==> config.mk <==
export PLATFORM = sky130hd
export DESIGN_NAME = timer_flat
export DESIGN_NICKNAME = d
export VERILOG_FILES = /design/src/rtl/timer_pkg.sv /design/src/rtl/timer_if.sv /design/src/rtl/timer.sv /design/src/flat_wrapper.sv
export SDC_FILE = /design/constraint.sdc
export NUM_CORES = 1
export LEC_CHECK = 0
export BUFFER_PORTS_ARGS = -buffer_cell sky130_fd_sc_hd__buf_2
export CORE_MARGIN = 2
export CORE_UTILIZATION = 40
export CTS_BUF_LIST = sky130_fd_sc_hd__clkbuf_4 sky130_fd_sc_hd__clkbuf_8
export CTS_CLUSTER_SIZE = 14
export DETAILED_ROUTE_END_ITERATION = 10
export PLACE_DENSITY = 0.59
export SLEW_MARGIN = 25
export SYNTH_ARGS = -nofsm -noshare
export SYNTH_HDL_FRONTEND = slang
export SYNTH_SLANG_ARGS = --single-unit
==> constraint.sdc <==
create_clock -name clk -period 2.5 [get_ports clk]
set_input_delay 0.25 -clock clk [delete_from_list [all_inputs] [get_ports clk]]
set_output_delay 0.25 -clock clk [all_outputs]
set_load 0.02 [all_outputs]
==> src/rtl/timer_pkg.sv <==
// Shared definitions for the timer: register map, CTRL field layout,
// mode encodings and FSM state encoding.
package timer_pkg;

    localparam int unsigned DATA_W = 32;
    localparam int unsigned ADDR_W = 2;

    localparam logic [ADDR_W-1:0] REG_CTRL   = 2'd0;
    localparam logic [ADDR_W-1:0] REG_PRESET = 2'd1;
    localparam logic [ADDR_W-1:0] REG_COUNT  = 2'd2;

    localparam int unsigned CTRL_EN       = 0;
    localparam int unsigned CTRL_MODE_LSB = 1;
    localparam int unsigned CTRL_IM       = 3;

    typedef enum logic [1:0] {
        MODE_ONESHOT = 2'd0,
        MODE_RELOAD  = 2'd1,
        MODE_RSVD2   = 2'd2,
        MODE_RSVD3   = 2'd3
    } mode_e;

    typedef struct packed {
        logic  im;
        mode_e mode;
        logic  en;
    } ctrl_t;

    typedef enum logic [1:0] {
        ST_IDLE = 2'b00,
        ST_LOAD = 2'b01,
        ST_CNT  = 2'b10,
        ST_INT  = 2'b11
    } state_e;

endpackage

==> src/rtl/timer_if.sv <==
// CPU-side register bus of the timer: decoded word select, write strobe,
// write/read data and the interrupt request.
interface timer_if;
    import timer_pkg::*;

    logic [ADDR_W-1:0] addr;
    logic              We;
    logic [DATA_W-1:0] WD;
    logic [DATA_W-1:0] RD;
    logic              IRQ;

    modport master (output addr, output We, output WD, input RD, input IRQ);
    modport slave  (input addr, input We, input WD, output RD, output IRQ);

endinterface

==> src/rtl/timer.sv <==
// Programmable down-counter timer with one-shot / auto-reload modes and a
// maskable interrupt; CPU writes take priority over the FSM.
module timer
    import timer_pkg::*;
(
    input  logic   clk,
    input  logic   reset,
    timer_if.slave bus
);

    state_e            state_q, state_d;
    ctrl_t             ctrl_q, ctrl_d;
    logic [DATA_W-1:0] preset_q, preset_d;
    logic [DATA_W-1:0] count_q, count_d;
    logic              irq_flag_q, irq_flag_d;

    logic wr_ctrl_c;
    logic wr_preset_c;

    assign wr_ctrl_c   = bus.We && (bus.addr == REG_CTRL);
    assign wr_preset_c = bus.We && (bus.addr == REG_PRESET);

    always_ff @(posedge clk or negedge reset) begin
        if (!reset) begin
            state_q    <= ST_IDLE;
            ctrl_q     <= '0;
            preset_q   <= '0;
            count_q    <= '0;
            irq_flag_q <= 1'b0;
        end else begin
            state_q    <= state_d;
            ctrl_q     <= ctrl_d;
            preset_q   <= preset_d;
            count_q    <= count_d;
            irq_flag_q <= irq_flag_d;
        end
    end

    // FSM update first, then CPU writes override whatever the FSM decided.
    always_comb begin
        state_d    = state_q;
        ctrl_d     = ctrl_q;
        preset_d   = preset_q;
        count_d    = count_q;
        irq_flag_d = irq_flag_q;

        case (state_q)
            ST_IDLE: begin
                if (ctrl_q.en) state_d = ST_LOAD;
            end
            ST_LOAD: begin
                count_d = preset_q;
                state_d = ST_CNT;
            end
            ST_CNT: begin
                if (!ctrl_q.en) begin
                    state_d = ST_IDLE;
                end else if (count_q > DATA_W'(1)) begin
                    count_d = count_q - DATA_W'(1);
                end else begin
                    count_d    = '0;
                    state_d    = ST_INT;
                    irq_flag_d = 1'b1;
                end
            end
            ST_INT: begin
                if (ctrl_q.mode == MODE_RELOAD) begin
                    state_d    = ST_LOAD;
                    irq_flag_d = 1'b0;
                end else begin
                    ctrl_d.en = 1'b0;
                    state_d   = ST_IDLE;
                end
            end
            default: state_d = ST_IDLE;
        endcase

        if (wr_preset_c) begin
            preset_d   = bus.WD;
            irq_flag_d = 1'b0;
        end

        // Clearing Enable parks the FSM in IDLE with COUNT frozen.
        if (wr_ctrl_c) begin
            ctrl_d.en   = bus.WD[CTRL_EN];
            ctrl_d.mode = mode_e'(bus.WD[CTRL_MODE_LSB +: 2]);
            ctrl_d.im   = bus.WD[CTRL_IM];
            irq_flag_d  = 1'b0;
            if (!bus.WD[CTRL_EN]) begin
                state_d = ST_IDLE;
                count_d = count_q;
            end
        end
    end

    always_comb begin
        bus.RD = '0;
        case (bus.addr)
            REG_CTRL: begin
                bus.RD[CTRL_EN]              = ctrl_q.en;
                bus.RD[CTRL_MODE_LSB +: 2]   = ctrl_q.mode;
                bus.RD[CTRL_IM]              = ctrl_q.im;
            end
            REG_PRESET: bus.RD = preset_q;
            REG_COUNT:  bus.RD = count_q;
            default:    bus.RD = '0;
        endcase
    end

    assign bus.IRQ = ctrl_q.im & irq_flag_q;

endmodule

==> src/flat_wrapper.sv <==
// flat-port wrapper written by rule: the top's interface ports become plain ports
module timer_flat import timer_pkg::*;
  (clk, reset, bus_addr, bus_We, bus_WD, bus_RD, bus_IRQ);
  timer_if bus_i ();
  input  logic clk;
  input  logic reset;
  input wire logic [$bits(bus_i.addr)-1:0] bus_addr;
  input wire logic [$bits(bus_i.We)-1:0] bus_We;
  input wire logic [$bits(bus_i.WD)-1:0] bus_WD;
  output wire logic [$bits(bus_i.RD)-1:0] bus_RD;
  output wire logic [$bits(bus_i.IRQ)-1:0] bus_IRQ;
  assign bus_i.addr = bus_addr;
  assign bus_i.We = bus_We;
  assign bus_i.WD = bus_WD;
  assign bus_RD = bus_i.RD;
  assign bus_IRQ = bus_i.IRQ;
  timer u_core (.clk(clk), .reset(reset), .bus(bus_i));
endmodule
==> results of run 1 <==
-- logic make-up (layout without fill, tap and decap cells) --
family                     count (synthesis)  after routing  share of synthesized area, %
AOI/OAI and AO/OA                        127            127                         22.53
adders and majority gates                  6              6                         1.709
buffers and inverters                     50            155                         4.813
DFF                                       71             71                         40.44
muxes                                     35             35                         8.972
and+or+nand+nor                          172            172                         21.53
-- routing by layer --
metal / wire length [um] / GRT usage, %
met5: 0 / 0
met4: 209 / 7.601
met3: 614 / 4.065
met2: 6138 / 37.77
met1: 6407 / 32.48
-- area by class of cell --
type,count,area share [%]
multi-input combinational,340,44.77
sequential,71,32.70
timing repair buffer,131,15.73
tap,140,3.224
clock buffer,12,2.695
inverter,10,0.6909
clock inverter,2,0.1842
-- metrics by stage --
stage / std cells / power (mW)
2_1_floorplan: 461 / 3.486
3_3_place_gp: 689 / 4.501
3_5_place_dp: 689 / 4.550
4_1_cts: 704 / 5.385
5_1_grt: 706 / 5.797
6_report: 706 / 5.409
-- worst reg2reg max path: stages, from the launching register on --
cell	delay (ps)
dfrtp_1	390
or4_4	560
or3_4	380
or4_4	500
buf_4	170
a31o_2	200
a22o_1	170
-- placed cells by master, fill, tap and decap left out, drive strengths merged, types with 8 or more instances in the layout --
| master | instances |
|---|---|
| nor2 | 28 |
| nor2b | 31 |
| o21ai | 8 |
| buf | 130 |
| a22oi | 35 |
| nand3 | 8 |
| or4 | 9 |
| clkbuf | 12 |
| nand4 | 8 |
| inv | 10 |
| o31ai | 17 |
| nand2 | 34 |
| dfrtp | 71 |
| nor3 | 14 |
| mux2 | 35 |
| nor4 | 14 |
-- flip-flops by register name, summed over array words and instances (netlist names) --
signal	count
u_core.count_q	32
u_core.preset_q	32
u_core.ctrl_q	4
u_core.state_q	2
u_core.irq_flag_q	1
-- power by group through the flow --
stage          Clock (mW)  Combinational (mW)  Sequential, mW
5_1_grt             0.887                2.96            1.95
3_5_place_dp            0                2.65            1.90
6_report            0.816                2.70            1.89
4_1_cts             0.833                2.67            1.89
2_1_floorplan           0                1.63            1.86
3_3_place_gp            0                2.61            1.90
-- timing repair --
| item | in CTS | in global routing |
|---|---|---|
| gates resized for setup | 1 | 4 |
| endpoints found under the hold margin | 25 | 0 |
| buffers inserted | 0 | 2 |
| hold buffers | 1 | 0 |
| endpoints found under the setup margin | 4 | 13 |
-- worst max-delay path by stage --
stage | endpoint | start | cells past startpoint
6_report | u_core.count_q[26]$_DFFE_PN0P_ | u_core.count_q[11]$_DFFE_PN0P_ | 6
5_1_grt | u_core.count_q[26]$_DFFE_PN0P_ | u_core.count_q[11]$_DFFE_PN0P_ | 6
4_1_cts | u_core.count_q[29]$_DFFE_PN0P_ | u_core.count_q[6]$_DFFE_PN0P_ | 5
3_5_place_dp | u_core.count_q[7]$_DFFE_PN0P_ | u_core.count_q[11]$_DFFE_PN0P_ | 6
3_3_place_gp | u_core.count_q[31]$_DFFE_PN0P_ | u_core.count_q[15]$_DFFE_PN0P_ | 6
2_1_floorplan | u_core.count_q[29]$_DFFE_PN0P_ | u_core.count_q[4]$_DFFE_PN0P_ | 7
==> out/summary.txt, run 1 <==
status - completed
endpoints failing setup - 0
drt pass-1 iters - 5
TritonCTS Buffers - 9
Routed WL per cell - 18.94 um
Synth warnings - 0
Hold Crit Depth - 2
initial antenna violation count - 0
Clock power frac - 15.1%
die area - 0.01184 mm^2
final core occ - 50.34%
Hold WS - 116.3 ps
Final Hold Fails - 0
Syn Inst Count - 461
ant diodes - 0
Crit-path slowest cell - or4_4
max-slew headroom at the worst pin - 55.20%
grt ovf - 0
Worst Hold Class - input port to flip-flop
maximum clock path buffer count - 2
Post-synth EDFFs - 0
drt drc - 0
Tcrit/Tclk final - 99.08%
syn nets - 504
Final WS setup - 23.06 ps
delay-heaviest family, CP - simple AND/OR/NAND/NOR gates
RSZ-0062 raised after global routing - yes
port buffer count - 69
# H-tree levels - 3
CP Capture Type - flip-flop
most used cell, CP - or4_4
fmax - 403.7 MHz
Die Span Y - 108.8 um
Critical R2R Capture - u_core.count_q[26]$_DFFE_PN0P_
gr usage total - 23.59%
Total Neg Setup Slack - 0 ps
RePlAce Congestion - 0.8992
via density per instance - 5.987
total wire length after detailed routing - 13370 um
clk_skew - 9.223 ps
Reg clk slew, reported paths - 80 ps
Net Sw Frac - 41.76%
Area Overhead vs Synth - 23.67%
Synth area leader - dfrtp_1
Flop pwr share - 35.0%
Routed Antenna Nets - 0
IO Pins - 70
vias in the first global route - 3988
leakage power - 2.379 nW
Reg area - 0.001777 mm^2
HP Start - bus_WD[19]
CTS tree - done
detailed-route via count - 4227
RR Startpoint - u_core.count_q[11]$_DFFE_PN0P_
slowest stage delay, CP - 560 ps
initial core utilization - 40.70%
worst hold endpoint - u_core.preset_q[19]$_DFFE_PN0P_
Comb pwr share - 49.9%
most common cell in the netlist - dfrtp_1
Yosys reg bits - 71
fillcell total - 1041
cell area after layout - 0.005433 mm^2
setup slack, reg-to-reg - 20 ps
worst reg2reg path depth - 6
P_int - 3.150 mW
required time worst endpoint - 2760 ps
# nets final - 606
ys async rst share - 100.0%
Main synth FF type - dfrtp_1
Worst setup SP type - flip-flop
HPWL after DPL - 9505 um
Tightest Pin Transition - 671.9 ps
Mapped Area - 0.004393 mm^2
largest cells by area after synthesis - dfrtp_1 40%, mux2_2 9.0%, a22oi_1 6.0%
Sink Count - 71
top cell type's share of synthesized area - 40.44%
min Tclk post-route - 2477 ps
maximum vdd drop - 0.3550 mV
DRT iter0 DRCs - 350
commonest cells in the netlist - 71 x dfrtp_1, 35 x a22oi_1, 35 x mux2_2, 34 x nand2_1, 31 x nor2b_1
Critical path buffers and inverters - 1
DP Area - 0.005229 mm^2
CP Class - flip-flop to flip-flop
Clk Latency, worst-skew pair - 360 ps
Seq/Total Area, Yosys - 40.44%
CP cell instances - or4_4 > or3_4 > or4_4 > buf_4 > a31o_2 > a22o_1
Net Switching - 2.259 mW
dpl ws - -4.893 ps
clk root buf - clkbuf_8
Synth Area per Inst - 9.529 um^2
fraction of layout cells with a size suffix above 1 - 34.10%
Unique masters post-synth - 61
fin. max-slew vios - 0
crit path max fanout - 7
power density of the placed cells - 995.5 mW/mm^2
Multi-input gate area - 0.002432 mm^2
Rows - 38
Core Area - 0.01079 mm^2
die width - 108.8 um
CP arrival - 2730 ps
first-pass GRT wire length - 21420 um
largest net degree at the start of global routing - 47
Max-Cap Viols - 0
Power figures use the tool's default switching activity.
==> run 2, diff against run 1 <==
--- a/config.mk
+++ b/config.mk
@@ -5,13 +5,14 @@
 export SDC_FILE = /design/constraint.sdc
 export NUM_CORES = 1
 export LEC_CHECK = 0
+export ABC_CLOCK_PERIOD_IN_PS = 2500
 export BUFFER_PORTS_ARGS = -buffer_cell sky130_fd_sc_hd__buf_2
 export CORE_MARGIN = 2
-export CORE_UTILIZATION = 40
+export CORE_UTILIZATION = 53
 export CTS_BUF_LIST = sky130_fd_sc_hd__clkbuf_4 sky130_fd_sc_hd__clkbuf_8
 export CTS_CLUSTER_SIZE = 14
 export DETAILED_ROUTE_END_ITERATION = 10
-export PLACE_DENSITY = 0.59
+export PLACE_DENSITY = 0.75
 export SLEW_MARGIN = 25
 export SYNTH_ARGS = -nofsm -noshare
 export SYNTH_HDL_FRONTEND = slang
==> run 2 against run 1 <==
  * Clock-buffer cell count grew 1
  * Utilization grew 15 points
  * Total power shrank 1.9%
  * Critical path depth shrank 1
  * Combinational power shrank 7.4%
  * Flip-flop and latch count is the same
  * Clock power grew 4.3%
  * Global-route usage grew 5.7 points
  * Largest power group unchanged
==> out/summary.txt, run 2 (synthesized netlist as in run 1, its figures left out) <==
clk root buf - clkbuf_8
Flop pwr share - 36.9%
worst reg2reg path depth - 5
maximum vdd drop - 0.3939 mV
leakage power - 2.349 nW
maximum clock path buffer count - 2
# nets final - 600
# H-tree levels - 3
Core Area - 0.008134 mm^2
grt ovf - 0
commonest cells after routing, fill and taps aside - 71 x dfrtp_1, 69 x buf_2, 53 x buf_4
setup slack, reg-to-reg - 60 ps
total wire length after detailed routing - 12650 um
min Tclk post-route - 2439 ps
CTS tree - done
Tcrit/Tclk final - 97.56%
Max-Cap Viols - 0
Worst setup SP type - flip-flop
dpl ws - 28.43 ps
Worst Hold Class - input port to flip-flop
required time worst endpoint - 2740 ps
Sink Count - 71
DP Area - 0.005122 mm^2
gr usage total - 29.30%
fillcell total - 716
max-slew headroom at the worst pin - 60.09%
DRT iter0 DRCs - 380
cell area after layout - 0.005345 mm^2
status - completed
fin. max-slew vios - 0
port buffer count - 69
Tightest Pin Transition - 598.0 ps
Final Hold Fails - 0
Die Span Y - 95.04 um
Reg clk slew, reported paths - 80 ps
CP arrival - 2680 ps
ant diodes - 0
Routed Antenna Nets - 0
fmax - 410.0 MHz
Area Overhead vs Synth - 21.67%
fraction of layout cells with a size suffix above 1 - 33.93%
Net Sw Frac - 41.62%
TritonCTS Buffers - 9
RR Startpoint - u_core.count_q[6]$_DFFE_PN0P_
power density of the placed cells - 992.6 mW/mm^2
crit path max fanout - 2
first-pass GRT wire length - 20490 um
drt drc - 0
Rows - 33
Critical R2R Capture - u_core.count_q[29]$_DFFE_PN0P_
Comb pwr share - 47.0%
die area - 0.009033 mm^2
drt pass-1 iters - 5
HPWL after DPL - 9018 um
most common cell after layout, fill and taps aside - dfrtp_1
vias in the first global route - 4005
Critical path origin - u_core.count_q[6]$_DFFE_PN0P_
CP Capture Type - flip-flop
endpoints failing setup - 0
Net Switching - 2.208 mW
Largest regs - u_core.count_q (32), u_core.preset_q (32), u_core.ctrl_q (4)
detailed-route via count - 4251
largest net degree at the start of global routing - 33
IO Pins - 70
Clk Latency, worst-skew pair - 360 ps
Reg area - 0.001777 mm^2
CP Class - flip-flop to flip-flop
P_int - 3.097 mW
crit path capture - u_core.count_q[29]$_DFFE_PN0P_
Routed WL per cell - 19.02 um
RePlAce Congestion - 0.9487
initial core utilization - 54.01%
Final WS setup - 60.98 ps
via density per instance - 6.392
Multi-input gate area - 0.002444 mm^2
clk_skew - 11.98 ps
initial antenna violation count - 0
Clock power frac - 16.0%
die width - 95.04 um
==> run 2: metrics by stage <==
stage          hold slack (ps)  std cells  total power, mW  TNS [ps]  util [%]
3_3_place_gp             199.4        649            4.304         0     62.97
5_1_grt                  126.0        665            5.662    -7.856     65.71
6_report                 120.0        665            5.305         0     65.71
2_1_floorplan           -45.59        461            3.486    -52.44         -
4_1_cts                  120.9        664            5.226         0     65.21
3_5_place_dp             210.2        649            4.375         0     62.97
==> run 2: power groups by stage <==
stage	Sequential, mW	Combinational [mW]	Clock [mW]
2_1_floorplan	1.86	1.63	0
3_3_place_gp	1.93	2.37	0
3_5_place_dp	1.95	2.43	0
4_1_cts	1.93	2.45	0.851
5_1_grt	2.01	2.74	0.908
6_report	1.96	2.50	0.851
==> run 2: final cells by class <==
class,count,share of cell area (%)
Tap cell,105,2.458
Clock inverter,1,0.09363
Timing Repair Buffer,125,14.68
Multi-Input combinational cell,340,45.72
Clock buffer,13,3.113
Inverter,10,0.7022
Sequential cell,71,33.24
==> run 2: repair_timing <==
action,CTS,global route
resized for setup,0,8
endpoints found under the hold margin,15,0
buffers inserted,0,1
hold buffers,1,0
endpoints found under the setup margin,0,15
==> run 2: critical path: stages (launching register included) <==
cell and delay, ps:
dfrtp_1 410, or4_4 550, or4_4 560, o31a_1 290, a32o_1 260, a221o_1 250
==> run 2: worst min path at each step <==
stage / from / end / slack (ps) / depth (start not counted)
finish: bus_WD[31] / u_core.preset_q[31]$_DFFE_PN0P_ / 120 / 2
global route: bus_WD[26] / u_core.preset_q[26]$_DFFE_PN0P_ / 130 / 2
floorplan: reset / u_core.count_q[0]$_DFFE_PN0P_ / -50 / 0
detailed placement: reset / u_core.preset_q[3]$_DFFE_PN0P_ / 210 / 1
global placement: reset / u_core.ctrl_q[3]$_DFFE_PN0P_ / 200 / 1
CTS: bus_WD[14] / u_core.preset_q[14]$_DFFE_PN0P_ / 120 / 2
==> run 2: routing by layer <==
layer  wire length, um  GRT usage, %  vias to the layer above
met5                 0             0                        -
li1                  -             -                     1970
met3               702         4.111                       24
met1              5690         41.57                     2098
met4               270         9.541                        0
met2              5989         46.45                      159
